===== src/rtl/st7735_sequencer.sv =====
// ST7735 panel sequencer: hardware reset, init command table, then one windowed
// RGB565 frame fill per START, feeding a byte-wide SPI transmitter over valid/ready.
module st7735_sequencer #(
  parameter int unsigned MS_CYCLES      = 12000,
  parameter int unsigned RST_LOW_CYCLES = 120,
  parameter int unsigned WIDTH          = 128,
  parameter int unsigned HEIGHT         = 160
) (
  input  logic        SYSTEM_CLK,
  input  logic        RESET_N,
  input  logic        START,
  output logic        LCD_RESET,
  output logic [7:0]  TX_DATA,
  output logic        TX_DC,
  output logic        TX_VALID,
  input  logic        TX_READY,
  input  logic [15:0] PIX_DATA,
  input  logic        PIX_VALID,
  output logic        PIX_READY,
  output logic        INIT_DONE,
  output logic        BUSY,
  output logic        FRAME_DONE
);

  typedef enum logic [3:0] {
    RST_LOW, RST_WAIT, INIT, INIT_WAIT, IDLE, WIN, PIX_REQ, PIX_HI, PIX_LO
  } state_e;

  localparam logic [31:0] RST_LOW_LAST  = 32'(RST_LOW_CYCLES - 1);
  localparam logic [31:0] RST_WAIT_LAST = 32'(120 * MS_CYCLES - 1);
  localparam logic [31:0] WAIT_SWRESET  = 32'(150 * MS_CYCLES);
  localparam logic [31:0] WAIT_SLPOUT   = 32'(120 * MS_CYCLES);
  localparam logic [31:0] WAIT_DISPON   = 32'(10 * MS_CYCLES);
  localparam logic [7:0]  COL_LAST      = 8'(WIDTH - 1);
  localparam logic [7:0]  ROW_LAST      = 8'(HEIGHT - 1);
  localparam logic [15:0] PIX_LAST      = 16'(WIDTH * HEIGHT - 1);
  localparam logic [3:0]  INIT_LAST_IDX = 4'd6;
  localparam logic [3:0]  WIN_LAST_IDX  = 4'd10;

  // Table entries are {dc, byte}.
  function automatic logic [8:0] init_entry(input logic [3:0] i);
    case (i)
      4'd0:    return 9'h001;
      4'd1:    return 9'h011;
      4'd2:    return 9'h03A;
      4'd3:    return 9'h105;
      4'd4:    return 9'h036;
      4'd5:    return 9'h100;
      4'd6:    return 9'h029;
      default: return 9'h000;
    endcase
  endfunction

  // Indexed by the entry that follows the byte just accepted; zero means no wait.
  function automatic logic [31:0] init_wait(input logic [3:0] next_idx);
    case (next_idx)
      4'd1:    return WAIT_SWRESET;
      4'd2:    return WAIT_SLPOUT;
      4'd7:    return WAIT_DISPON;
      default: return 32'd0;
    endcase
  endfunction

  function automatic logic [8:0] win_entry(input logic [3:0] i);
    case (i)
      4'd0:    return 9'h02A;
      4'd4:    return {1'b1, COL_LAST};
      4'd5:    return 9'h02B;
      4'd9:    return {1'b1, ROW_LAST};
      4'd10:   return 9'h02C;
      default: return 9'h100;
    endcase
  endfunction

  state_e      state_q, state_d;
  logic [31:0] cnt_q, cnt_d;
  logic [3:0]  idx_q, idx_d;
  logic [15:0] pix_cnt_q, pix_cnt_d;
  logic [15:0] pix_q, pix_d;
  logic        tx_valid_q, tx_valid_d;
  logic [7:0]  tx_data_q, tx_data_d;
  logic        tx_dc_q, tx_dc_d;
  logic        lcd_rst_q, lcd_rst_d;
  logic        init_done_q, init_done_d;
  logic        frame_done_q, frame_done_d;
  logic        accept;

  assign accept = tx_valid_q & TX_READY;

  // NOTE: every _d gets its hold value first so no branch can leave one unassigned
  // and infer a latch.
  always_comb begin
    state_d      = state_q;
    cnt_d        = cnt_q;
    idx_d        = idx_q;
    pix_cnt_d    = pix_cnt_q;
    pix_d        = pix_q;
    tx_valid_d   = tx_valid_q;
    tx_data_d    = tx_data_q;
    tx_dc_d      = tx_dc_q;
    lcd_rst_d    = lcd_rst_q;
    init_done_d  = init_done_q;
    frame_done_d = 1'b0;

    case (state_q)
      RST_LOW: begin
        if (cnt_q == RST_LOW_LAST) begin
          cnt_d     = '0;
          lcd_rst_d = 1'b1;
          state_d   = RST_WAIT;
        end else begin
          cnt_d = cnt_q + 32'd1;
        end
      end

      RST_WAIT: begin
        if (cnt_q == RST_WAIT_LAST) begin
          cnt_d   = '0;
          idx_d   = '0;
          state_d = INIT;
        end else begin
          cnt_d = cnt_q + 32'd1;
        end
      end

      INIT: begin
        // Bytes are only raised from a dropped TX_VALID, giving the idle cycle after each accept.
        if (accept) begin
          tx_valid_d = 1'b0;
          idx_d      = idx_q + 4'd1;
          if (init_wait(idx_q + 4'd1) != 32'd0) begin
            cnt_d   = '0;
            state_d = INIT_WAIT;
          end
        end else if (!tx_valid_q) begin
          tx_valid_d           = 1'b1;
          {tx_dc_d, tx_data_d} = init_entry(idx_q);
        end
      end

      INIT_WAIT: begin
        if (cnt_q == init_wait(idx_q) - 32'd1) begin
          cnt_d = '0;
          if (idx_q > INIT_LAST_IDX) begin
            init_done_d = 1'b1;
            state_d     = IDLE;
          end else begin
            state_d = INIT;
          end
        end else begin
          cnt_d = cnt_q + 32'd1;
        end
      end

      IDLE: begin
        if (START) begin
          idx_d     = '0;
          pix_cnt_d = '0;
          state_d   = WIN;
        end
      end

      WIN: begin
        if (accept) begin
          tx_valid_d = 1'b0;
          if (idx_q == WIN_LAST_IDX) begin
            pix_cnt_d = '0;
            state_d   = PIX_REQ;
          end else begin
            idx_d = idx_q + 4'd1;
          end
        end else if (!tx_valid_q) begin
          tx_valid_d           = 1'b1;
          {tx_dc_d, tx_data_d} = win_entry(idx_q);
        end
      end

      PIX_REQ: begin
        if (PIX_VALID) begin
          pix_d   = PIX_DATA;
          state_d = PIX_HI;
        end
      end

      PIX_HI: begin
        if (accept) begin
          tx_valid_d = 1'b0;
          state_d    = PIX_LO;
        end else if (!tx_valid_q) begin
          tx_valid_d = 1'b1;
          tx_dc_d    = 1'b1;
          tx_data_d  = pix_q[15:8];
        end
      end

      PIX_LO: begin
        if (accept) begin
          tx_valid_d = 1'b0;
          if (pix_cnt_q == PIX_LAST) begin
            frame_done_d = 1'b1;
            state_d      = IDLE;
          end else begin
            pix_cnt_d = pix_cnt_q + 16'd1;
            state_d   = PIX_REQ;
          end
        end else if (!tx_valid_q) begin
          tx_valid_d = 1'b1;
          tx_dc_d    = 1'b1;
          tx_data_d  = pix_q[7:0];
        end
      end

      default: state_d = RST_LOW;
    endcase
  end

  // NOTE: state registers use non-blocking assignments so every flop samples
  // pre-edge values regardless of block evaluation order.
  always_ff @(posedge SYSTEM_CLK or negedge RESET_N) begin
    if (!RESET_N) begin
      state_q      <= RST_LOW;
      cnt_q        <= '0;
      idx_q        <= '0;
      pix_cnt_q    <= '0;
      pix_q        <= '0;
      tx_valid_q   <= 1'b0;
      tx_data_q    <= '0;
      tx_dc_q      <= 1'b0;
      lcd_rst_q    <= 1'b0;
      init_done_q  <= 1'b0;
      frame_done_q <= 1'b0;
    end else begin
      state_q      <= state_d;
      cnt_q        <= cnt_d;
      idx_q        <= idx_d;
      pix_cnt_q    <= pix_cnt_d;
      pix_q        <= pix_d;
      tx_valid_q   <= tx_valid_d;
      tx_data_q    <= tx_data_d;
      tx_dc_q      <= tx_dc_d;
      lcd_rst_q    <= lcd_rst_d;
      init_done_q  <= init_done_d;
      frame_done_q <= frame_done_d;
    end
  end

  assign LCD_RESET  = lcd_rst_q;
  assign TX_DATA    = tx_data_q;
  assign TX_DC      = tx_dc_q;
  assign TX_VALID   = tx_valid_q;
  assign PIX_READY  = (state_q == PIX_REQ);
  assign INIT_DONE  = init_done_q;
  assign BUSY       = (state_q != IDLE);
  assign FRAME_DONE = frame_done_q;

endmodule

===== config.mk =====
export PLATFORM = sky130hd
export DESIGN_NAME = st7735_sequencer
export DESIGN_NICKNAME = d
export VERILOG_FILES = /design/src/rtl/st7735_sequencer.sv
export SDC_FILE = /design/constraint.sdc
export NUM_CORES = 1
export LEC_CHECK = 0
export BUFFER_PORTS_ARGS = -buffer_cell sky130_fd_sc_hd__buf_2
export CAP_MARGIN = 30
export CORE_MARGIN = 3
export CORE_UTILIZATION = 60
export DETAILED_ROUTE_END_ITERATION = 12
export PLACE_DENSITY = 0.79
export SYNTH_ARGS = -nofsm -noshare
export SYNTH_HDL_FRONTEND = slang
export SYNTH_SLANG_ARGS = --single-unit
export TNS_END_PERCENT = 1

===== constraint.sdc =====
create_clock -name SYSTEM_CLK -period 4.3 [get_ports SYSTEM_CLK]
set_clock_uncertainty 0.05 [all_clocks]
set_input_delay 0.43 -clock SYSTEM_CLK [delete_from_list [all_inputs] [get_ports SYSTEM_CLK]]
set_output_delay 0.43 -clock SYSTEM_CLK [all_outputs]
set_load 0.01 [all_outputs]

==> out/qor.yml, run 1 <==
dr_total_vias: 4826
cap_violations: 0
power_density_mw_per_mm2: 254
slowest_delay_ns: 0.59
cts_tree: "yes"
clk_pin_slew_ns: 0.08
synth_xor_area_frac: 0.00837
cts-hold-fix-buffers: 0
dieArea_sq_mm: 0.00988
fin_nets: 651
min_path_type: "primary input to asynchronous set/reset pin"
synth_compound_area_frac: 0.227
rsz0062_at_grt: "no"
initial_core_util: 0.627
yosysTopAreaCell: "dfrtp_1"
synth-edff-count: 0
critPathLaunchType: "flop"
port_buffers: 35
cp-end-kind: "flop"
wl_per_cell_um: 17.8
rows: 33
cts_made_buffers: 9
muxShareOfSynthArea: 0.0488
routed_wirelength_um: 13000
ys_warn_count: 0
hold_violations: 5
place.gp.congestion: 0.916
cp_cell_sequence: "inv_1 > ha_1 > nor4b_1 > o21bai_1 > a2111oi_4 > o2111ai_2 > a21oi_4 > nor2_1 > a22o_1"
relSlewSlack: 0.387
fmax_mhz: 290
fp.dieW_um: 99.4
antenna_found_initial: 0
ctsResizeCount: 0
synth_adder_area_share: 0.0191
min_period_ns: 3.44
setup_ws_ns: 0.855
clock_path_buffers: 2
slowest_stage: "nor4b_1"
fin_crit_sh: 0.801
ys_ff_latch: 85
final.setup.tns_ns: 0
dp_hpwl_um: 9080
die_h_um: 99.4
violations: "negative hold slack"
area_delta_synth_final_pct: 9.04
insertion_delay_ns: 0.36
setup.worst_path.class: "flop to flop"
dr.pass1.iters: 6
vias_per_cell: 6.60
synth.cell_area_sq_mm: 0.00523
worst_slew_pin_slew_ns: 0.911
final_common_cell: "dfrtp_1"
drc_errors: 0
worst-endpoint-required_ns: 4.50
synth.avg_cell_area_sq_um: 8.76
drtIter0Drc: 299
drive_gt1_frac: 0.145
synth_top_area_share: 0.407
cts_setup_buffers: 0
core_sq_mm: 0.00834
overflow: 0
p_leak_nw: 2.45
maxSlewViolCount: 0
cts_root_buf: "clkbuf_8"
dp_slack_ns: 0.877
grt_usage: 0.278
mostFrequentLayoutCells: "dfrtp_1, nand2_1, o21ai_0"
cts.sinks: 85
setup_viol: 0
peakVddDrop_uv: 217
synthCells: 597
grt_pass1_wl_um: 22500
synth_top_family_by_area: "simple AND/OR/NAND/NOR gates"
path_max_fanout: 19
cp.arrival_ns: 3.64
synth_cell_types: 69
antenna_cells: 0
ys_async_sr_fraction: 1.00
hold-worst-slack_ns: -0.00888
pin_count: 36
yosysSeqAreaShare: 0.407
power_mw: 1.45
synthTopCellsByArea: "dfrtp_1, o21ai_0, nand2_1"
dominantRegCellSynth: "dfrtp_1"
ant_nets: 0
first_global_vias: 4625
grt_max_degree: 47
synth-simple-area-share: 0.254
status: "complete, but fails checks"
cts-htree-levels: 3
syn_nets: 626
## worst paths after layout
| check | end | startpoint | cells past startpoint | slack, ns |
|---|---|---|---|---|
| worst max-delay path | cnt_q[17] | idx_q[1] | 9 | 0.86 |
| worst min-delay path | cnt_q[23] | RESET_N | 1 | -0.009 |
| worst max register to register | cnt_q[17] | idx_q[1] | 9 | 0.86 |
| worst min register to register | pix_cnt_q[15] | pix_cnt_q[15] | 1 | 0.44 |
| max in group asynchronous | TX_DATA[2] | RESET_N | 2 | 3.60 |
| min in group SYSTEM_CLK | pix_q[4] | PIX_DATA[4] | 2 | 0.25 |
## cell families (layout without fill, tap and decap cells)
| logic type | count (synthesis) | after routing |
|---|---|---|
| buffers and inverters | 45 | 74 |
| DFF | 85 | 85 |
| adders and majority gates | 8 | 8 |
| xor gates and xnor gates | 5 | 5 |
| AOI/OAI and AO/OA | 174 | 174 |
| muxes | 23 | 23 |
| and+or+nand+nor | 257 | 257 |
## cell type report
type | count | area [sq um]
flip-flops and latches | 85 | 2130
clock inverters | 4 | 72.6
well taps | 105 | 131
repair buffers | 42 | 250
inverters | 17 | 63.8
clock buffers | 11 | 141
fillers | 686 | 2640
multi-input cells | 467 | 2920
## layer usage
layer,routed length (um),up-vias,share of wire,track usage
li1,-,2280,-,-
met1,5710,2322,0.44,0.401
met2,6290,206,0.48,0.444
met3,888,18,0.068,0.0358
met4,160,0,0.012,0.0798
met5,0,-,0,0
## synthesized netlist by cell type, types with 3 or more instances
cell / instances
or3_1: 12
nor4_1: 9
or2_2: 4
a21o_1: 10
nand4_1: 12
dfrtp_1: 85
buf_2: 5
buf_1: 5
mux2i_1: 3
nor2_1: 34
o21a_1: 3
o2bb2ai_1: 3
xnor2_1: 5
ha_1: 8
o21bai_1: 3
nor2b_1: 7
o41ai_1: 4
nor3_1: 23
a221oi_1: 3
nor4b_1: 3
and3_1: 12
inv_1: 17
clkbuf_1: 16
o22ai_1: 6
nor3b_1: 5
and4_1: 7
nand2b_1: 12
nand3_1: 30
a31oi_1: 7
a22o_1: 5
o21ai_1: 4
nand2_1: 73
a222oi_1: 3
and2_1: 6
mux2_2: 20
o21ai_0: 57
o31ai_1: 10
a21oi_1: 27
## where the power goes
part / switching [mW] / internal [mW] / total [mW]
clock network: 0.282 / 0.339 / 0.621
logic: 0.0183 / 0.00941 / 0.0277
registers: 0 / 0.798 / 0.798
## through the flow
| stage | cell area [sq um] | cells | hold slack (ns) | util |
|---|---|---|---|---|
| final | 5710 | 731 | -0.00888 | 0.684 |
| after CTS | 5700 | 730 | 0.00825 | 0.683 |
| after detailed placement | 5480 | 715 | 0.396 | 0.658 |
| after floorplan | 5230 | 597 | 0.0844 | - |
| after global placement | 5460 | 714 | 0.415 | 0.654 |
| after global routing | 5710 | 731 | 0.0271 | 0.684 |
## sequential cells by signal (all words and copies together), names as in the netlist
register and flops:
TX_VALID 1, TX_DC 1, FRAME_DONE 1, cnt_q 32, INIT_DONE 1, pix_cnt_q 16
TX_DATA 8, pix_q 16, state_q 4, idx_q 4, LCD_RESET 1
## critical path, delay by kind of cell (launching register included)
kind	cells	cell delay (ns)
and+or+nand+nor	2	0.79
adders and majority gates	1	0.34
AOI/OAI and AO/OA	5	1.60
buffers and inverters	1	0.12
DFF	1	0.45
Power figures use the tool's default switching activity.
==> inputs of run 2 (changes only) <==
==> constraint.sdc (replaced) <==
create_clock -name SYSTEM_CLK -period 3.51 [get_ports SYSTEM_CLK]
set_clock_uncertainty 0.05 [all_clocks]
set_input_delay 0.351 -clock SYSTEM_CLK [delete_from_list [all_inputs] [get_ports SYSTEM_CLK]]
set_output_delay 0.351 -clock SYSTEM_CLK [all_outputs]
set_load 0.01 [all_outputs]
==> run 2 against run 1 <==
  * Critical path depth rose by 1
  * Register-to-register slack worse by 0.58 ns
  * Worst hold slack gained 0.18 ns
  * The flow now finishes without violations
  * Clock power is 23% higher
==> out/qor.yml, run 2 (synthesis results as in run 1) <==
cp.depth: 10  # +1
pin_count: 36  # unchanged
setup_viol: 0  # unchanged
worst_slew_pin_slew_ns: 0.924  # +0.0130 ns
fp.dieW_um: 99.4  # unchanged
fin_crit_sh: 0.923  # +0.122
crit_start: "idx_q[1]"
routed_wirelength_um: 12800  # -1.8%
largest_reg_flops: 32  # unchanged
dieArea_sq_mm: 0.00988  # unchanged
maxSlewViolCount: 0  # unchanged
vias_per_cell: 6.53  # -1.1%
path_max_fanout: 19  # unchanged
first_global_vias: 4645  # +0.43%
min_period_ns: 3.24  # -0.205 ns
rsz0062_at_grt: "no"
drive_gt1_frac: 0.156  # +0.0105
critPathTopFamily: "compound AO/OA/AOI/OAI gates"
rrSetupSlack_ns: 0.27  # -0.58 ns
mostFrequentLayoutCells: "dfrtp_1, nand2_1, o21ai_0"
port_buffers: 35  # unchanged
dp_hpwl_um: 8850  # -2.6%
clock_path_buffers: 2  # unchanged
cts_setup_buffers: 0  # unchanged
fin_nets: 659  # +1.2%
clk_pin_slew_ns: 0.08  # about the same
cp.arrival_ns: 3.44  # -0.20 ns
overflow: 0  # unchanged
p_leak_nw: 2.49  # +1.6%
power_density_mw_per_mm2: 308  # +21%
slowest_stage: "ha_1"
cts-htree-levels: 3  # unchanged
cts_made_buffers: 9  # unchanged
initial_core_util: 0.627  # unchanged
place_area_sq_mm: 0.00551  # +0.46%
min_path_type: "primary input to flop"
dr.pass1.iters: 5  # -1
timing.rr.start: "idx_q[1]"
rr_endpoint: "cnt_q[5]"
top_register: "cnt_q"
r2r.worst_path.cells: 10  # +1
relSlewSlack: 0.384  # -0.00307
cts.sinks: 85  # unchanged
cap_violations: 0  # unchanged
ant_nets: 0  # unchanged
grt_pass1_wl_um: 22200  # -1.3%
status: "completed"
final_common_cell: "dfrtp_1"
top_regs: "cnt_q: 32 flops, pix_cnt_q: 16 flops, pix_q: 16 flops"
wl_per_cell_um: 17.3  # -3.0%
critPathLaunchType: "flop"
peakVddDrop_uv: 213  # -1.8%
antenna_found_initial: 0  # unchanged
fmax_mhz: 309  # +6.3%
cts_tree: "yes"
grt_usage: 0.273  # -0.00507
core_sq_mm: 0.00834  # unchanged
cp_num_buf_inv: 2  # +1
setup.worst_path.end: "cnt_q[5]"
hold_violations: 0  # -5
drtIter0Drc: 346  # +16%
rows: 33  # unchanged
cp_cell_sequence: "inv_1 > ha_1 > nor4b_2 > or3_1 > a2111oi_4 > o2111ai_2 > a21oi_4 > buf_4 > nor2_1 > a22o_1"
grt_max_degree: 79  # +68%
insertion_delay_ns: 0.36  # about the same
antenna_cells: 0  # unchanged
dr_total_vias: 4832  # +0.12%
final.setup.tns_ns: 0  # unchanged
die_h_um: 99.4  # unchanged
fin_area_sq_mm: 0.00578  # +1.3%
area_delta_synth_final_pct: 10.4
worst-endpoint-required_ns: 3.71  # -0.79 ns
cp-end-kind: "flop"
cts_root_buf: "clkbuf_8"
drc_errors: 0  # unchanged
slowest_delay_ns: 0.46  # -0.13 ns
place.gp.congestion: 0.904  # -1.3%
setup.worst_path.class: "flop to flop"
-- run 2: layout make-up --
cell class / instances / area (sq um)
Clock buffer: 11 / 131
Sequential cell: 85 / 2130
Inverter: 17 / 63.8
Multi-Input combinational cell: 467 / 2930
Timing Repair Buffer: 50 / 313
Tap cell: 105 / 131
Fill cell: 650 / 2560
Clock inverter: 5 / 85.1
-- run 2: what timing repair did --
item / CTS / global route
resized for setup: 0 / 1
endpoints found under the setup margin: 0 / 7
endpoints found under the hold margin: 0 / 9
hold buffers: 0 / 1
-- run 2: stage by stage --
stage,util,hold WS [ns],total power [mW],setup slack [ns],instances
CTS,0.686,0.139,1.79,0.257,737
detailed placement,0.661,0.423,1.03,0.278,721
finish,0.693,0.171,1.78,0.270,740
global placement,0.660,0.416,1.03,0.384,720
floorplan,-,0.00541,0.999,0.740,597
global route,0.693,0.170,1.84,0.0582,740
-- run 2: worst min-delay path by stage --
stage | start | to | slack (ns) | cells after the start
final | PIX_DATA[1] | pix_q[1] | 0.17 | 2
after CTS | RESET_N | cnt_q[29] | 0.14 | 1
after global placement | TX_DATA[1] | TX_DATA[1] | 0.42 | 1
after floorplan | RESET_N | FRAME_DONE | 0.005 | 0
after global routing | PIX_DATA[11] | pix_q[11] | 0.17 | 2
after detailed placement | TX_DATA[1] | TX_DATA[1] | 0.42 | 1
-- run 2: worst register-to-register path: cells and delay by family (launching register included) --
kind | cells | cell delay, ns
AOI/OAI and AO/OA | 4 | 1.13
DFF | 1 | 0.44
buffers and inverters | 2 | 0.38
adders and majority gates | 1 | 0.46
and+or+nand+nor | 3 | 0.69
-- run 2: where the power goes --
group	switching [mW]	internal (mW)	leakage, nW
registers	0	0.978	1.13
logic	0.0229	0.0130	1.26
clock network	0.362	0.404	0.104
total	0.385	1.40	2.49
-- run 2: routing by layer --
layer	vias up	share of wire	routed length (um)	track usage
met4	0	0.018	229	0.0914
li1	2292	-	-	-
met2	193	0.48	6090	0.431
met1	2320	0.45	5760	0.389
met3	27	0.057	735	0.0400
met5	-	0	0	0
==> inputs of run 3 (changes only) <==
--- a/config.mk
+++ b/config.mk
@@ -8,9 +8,9 @@
 export BUFFER_PORTS_ARGS = -buffer_cell sky130_fd_sc_hd__buf_2
 export CAP_MARGIN = 30
 export CORE_MARGIN = 3
-export CORE_UTILIZATION = 60
+export CORE_UTILIZATION = 61
 export DETAILED_ROUTE_END_ITERATION = 12
-export PLACE_DENSITY = 0.79
+export PLACE_DENSITY = 0.8
 export SYNTH_ARGS = -nofsm -noshare
 export SYNTH_HDL_FRONTEND = slang
 export SYNTH_SLANG_ARGS = --single-unit
==> run 3 against run 2 <==
  * First-iteration DRC count increased by 3.2%
  * Critical path depth unchanged
  * Wire length down 0.23%
  * Largest power group unchanged
  * Global-route usage increased by 0.093 points
  * Cell area down 0.43%
  * Die area shrank 1.5%
  * Sequential cell count unchanged
  * Via count rose by 0.91%
==> out/qor.yml, run 3 (synthesis results as in run 1) <==
status: "completed"
rr_endpoint: "cnt_q[8]"
setup_ws_ns: 0.237  # -0.0332 ns
hold_violations: 0  # unchanged
fin_nets: 658  # -0.15%
vias_per_cell: 6.60  # +1.0%
final.setup.tns_ns: 0  # unchanged
cap_violations: 0  # unchanged
mostFrequentLayoutCells: "dfrtp_1, nand2_1, o21ai_0"
cp_cell_sequence: "inv_1 > ha_1 > nor4b_2 > or3_1 > a2111oi_4 > o2111ai_2 > a21oi_4 > buf_4 > o21ai_1 > a21o_1"
drtIter0Drc: 357  # +3.2%
cp.arrival_ns: 3.47  # +0.03 ns
cp-end-kind: "flop"
routed_wirelength_um: 12800  # -0.23%
cp_num_buf_inv: 2  # unchanged
utilization: 0.697  # +0.00390
pin_count: 36  # unchanged
power_density_mw_per_mm2: 302  # -2.0%
final_common_cell: "dfrtp_1"
place_inst: 721  # unchanged
fin_crit_sh: 0.932  # +0.00946
power_mw: 1.74  # -2.4%
dp_hpwl_um: 8900  # +0.54%
cts_setup_buffers: 0  # unchanged
hold-worst-slack_ns: 0.163  # -0.00775 ns
rsz0062_at_grt: "no"
path_max_fanout: 14  # -5
port_buffers: 35  # unchanged
dp_slack_ns: 0.210  # -0.0675 ns
antenna_cells: 0  # unchanged
drc_errors: 0  # unchanged
largest_reg_flops: 32  # unchanged
clk_pin_slew_ns: 0.09  # about the same
drive_gt1_frac: 0.158  # +0.00182
crit_start: "idx_q[1]"
overflow: 0  # unchanged
cts_root_buf: "clkbuf_8"
cts_made_buffers: 9  # unchanged
n_fill_cell: 632  # -2.8%
dr.pass1.iters: 5  # unchanged
critPathLaunchType: "flop"
worst_slew_pin_slew_ns: 0.926  # +0.00252 ns
critPathTopFamily: "compound AO/OA/AOI/OAI gates"
clock_path_buffers: 2  # unchanged
regArea_sq_mm: 0.00213  # unchanged
insertion_delay_ns: 0.36  # about the same
slowest_delay_ns: 0.45  # about the same
die_h_um: 98.6  # -0.77%
setup.worst_path.end: "cnt_q[8]"
setup_viol: 0  # unchanged
p_leak_nw: 2.48  # -0.54%
cts_tree: "yes"
first_global_vias: 4673  # +0.60%
setup.worst_path.class: "flop to flop"
maxSlewViolCount: 0  # unchanged
multi_input_area_sq_mm: 0.00293  # +0.21%
fp.dieW_um: 98.6  # -0.77%
antenna_found_initial: 0  # unchanged
finalNonFillerCells: 739  # -0.14%
wl_per_cell_um: 17.3  # about the same
cts-htree-levels: 3  # unchanged
dieArea_sq_mm: 0.00972  # -1.5%
min_period_ns: 3.27  # +0.0332 ns
hold_start: "PIX_DATA[15]"
peakVddDrop_uv: 274  # +29%
fmax_mhz: 306  # -1.0%
grt_max_degree: 44  # -44%
initial_core_util: 0.634  # +0.00627
slowest_stage: "dfrtp_1"
ant_nets: 0  # unchanged
cp.depth: 10  # unchanged
rows: 33  # unchanged
fin_area_sq_mm: 0.00575  # -0.43%
dr_total_vias: 4876  # +0.91%
place_area_sq_mm: 0.00552  # +0.23%
top_register: "cnt_q"
grt_pass1_wl_um: 22100  # -0.59%
timing.rr.start: "idx_q[1]"
core_sq_mm: 0.00826  # -0.99%
r2r.worst_path.cells: 10  # unchanged
worst-endpoint-required_ns: 3.70  # about the same
min_path_type: "primary input to flop"
grt_usage: 0.274  # +0.000932
area_delta_synth_final_pct: 9.92
top_regs: "cnt_q: 32 flops, pix_cnt_q: 16 flops, pix_q: 16 flops"
place.gp.congestion: 0.916  # +1.3%
rrSetupSlack_ns: 0.24  # -0.03 ns
relSlewSlack: 0.383  # -0.00168
cts.sinks: 85  # unchanged
[run 3: layer usage]
metal	track usage	vias up	routed length (um)
met3	0.0432	20	781
li1	-	2291	-
met2	0.437	192	6110
met4	0.0830	0	169
met1	0.388	2373	5730
met5	0	-	0
[run 3: timing repair]
item / in CTS / in global routing
gates resized for setup: 0 / 2
hold buffers: 1 / 0
setup endpoints to repair: 0 / 12
endpoints found under the hold margin: 42 / 0
[run 3: final cells by class]
| type | count | area share |
|---|---|---|
| multi-input cells | 467 | 0.510 |
| flip-flops and latches | 85 | 0.370 |
| repair buffers | 49 | 0.0518 |
| clock buffers | 11 | 0.0246 |
| well taps | 105 | 0.0228 |
| inverters | 17 | 0.0111 |
| clock inverters | 5 | 0.0102 |
[run 3: worst min-delay path by stage]
| stage | cells past startpoint | end | slack (ns) |
|---|---|---|---|
| after global routing | 2 | pix_q[15] | 0.15 |
| final | 2 | pix_q[15] | 0.16 |
| after global placement | 2 | TX_DATA[6] | 0.42 |
| after CTS | 2 | pix_q[15] | 0.15 |
| after floorplan | 0 | FRAME_DONE | 0.005 |
| after detailed placement | 1 | cnt_q[27] | 0.33 |
[run 3: report_power, final]
group	internal, mW	switching [mW]
logic	0.0113	0.0226
registers	0.978	0
clock network	0.350	0.374
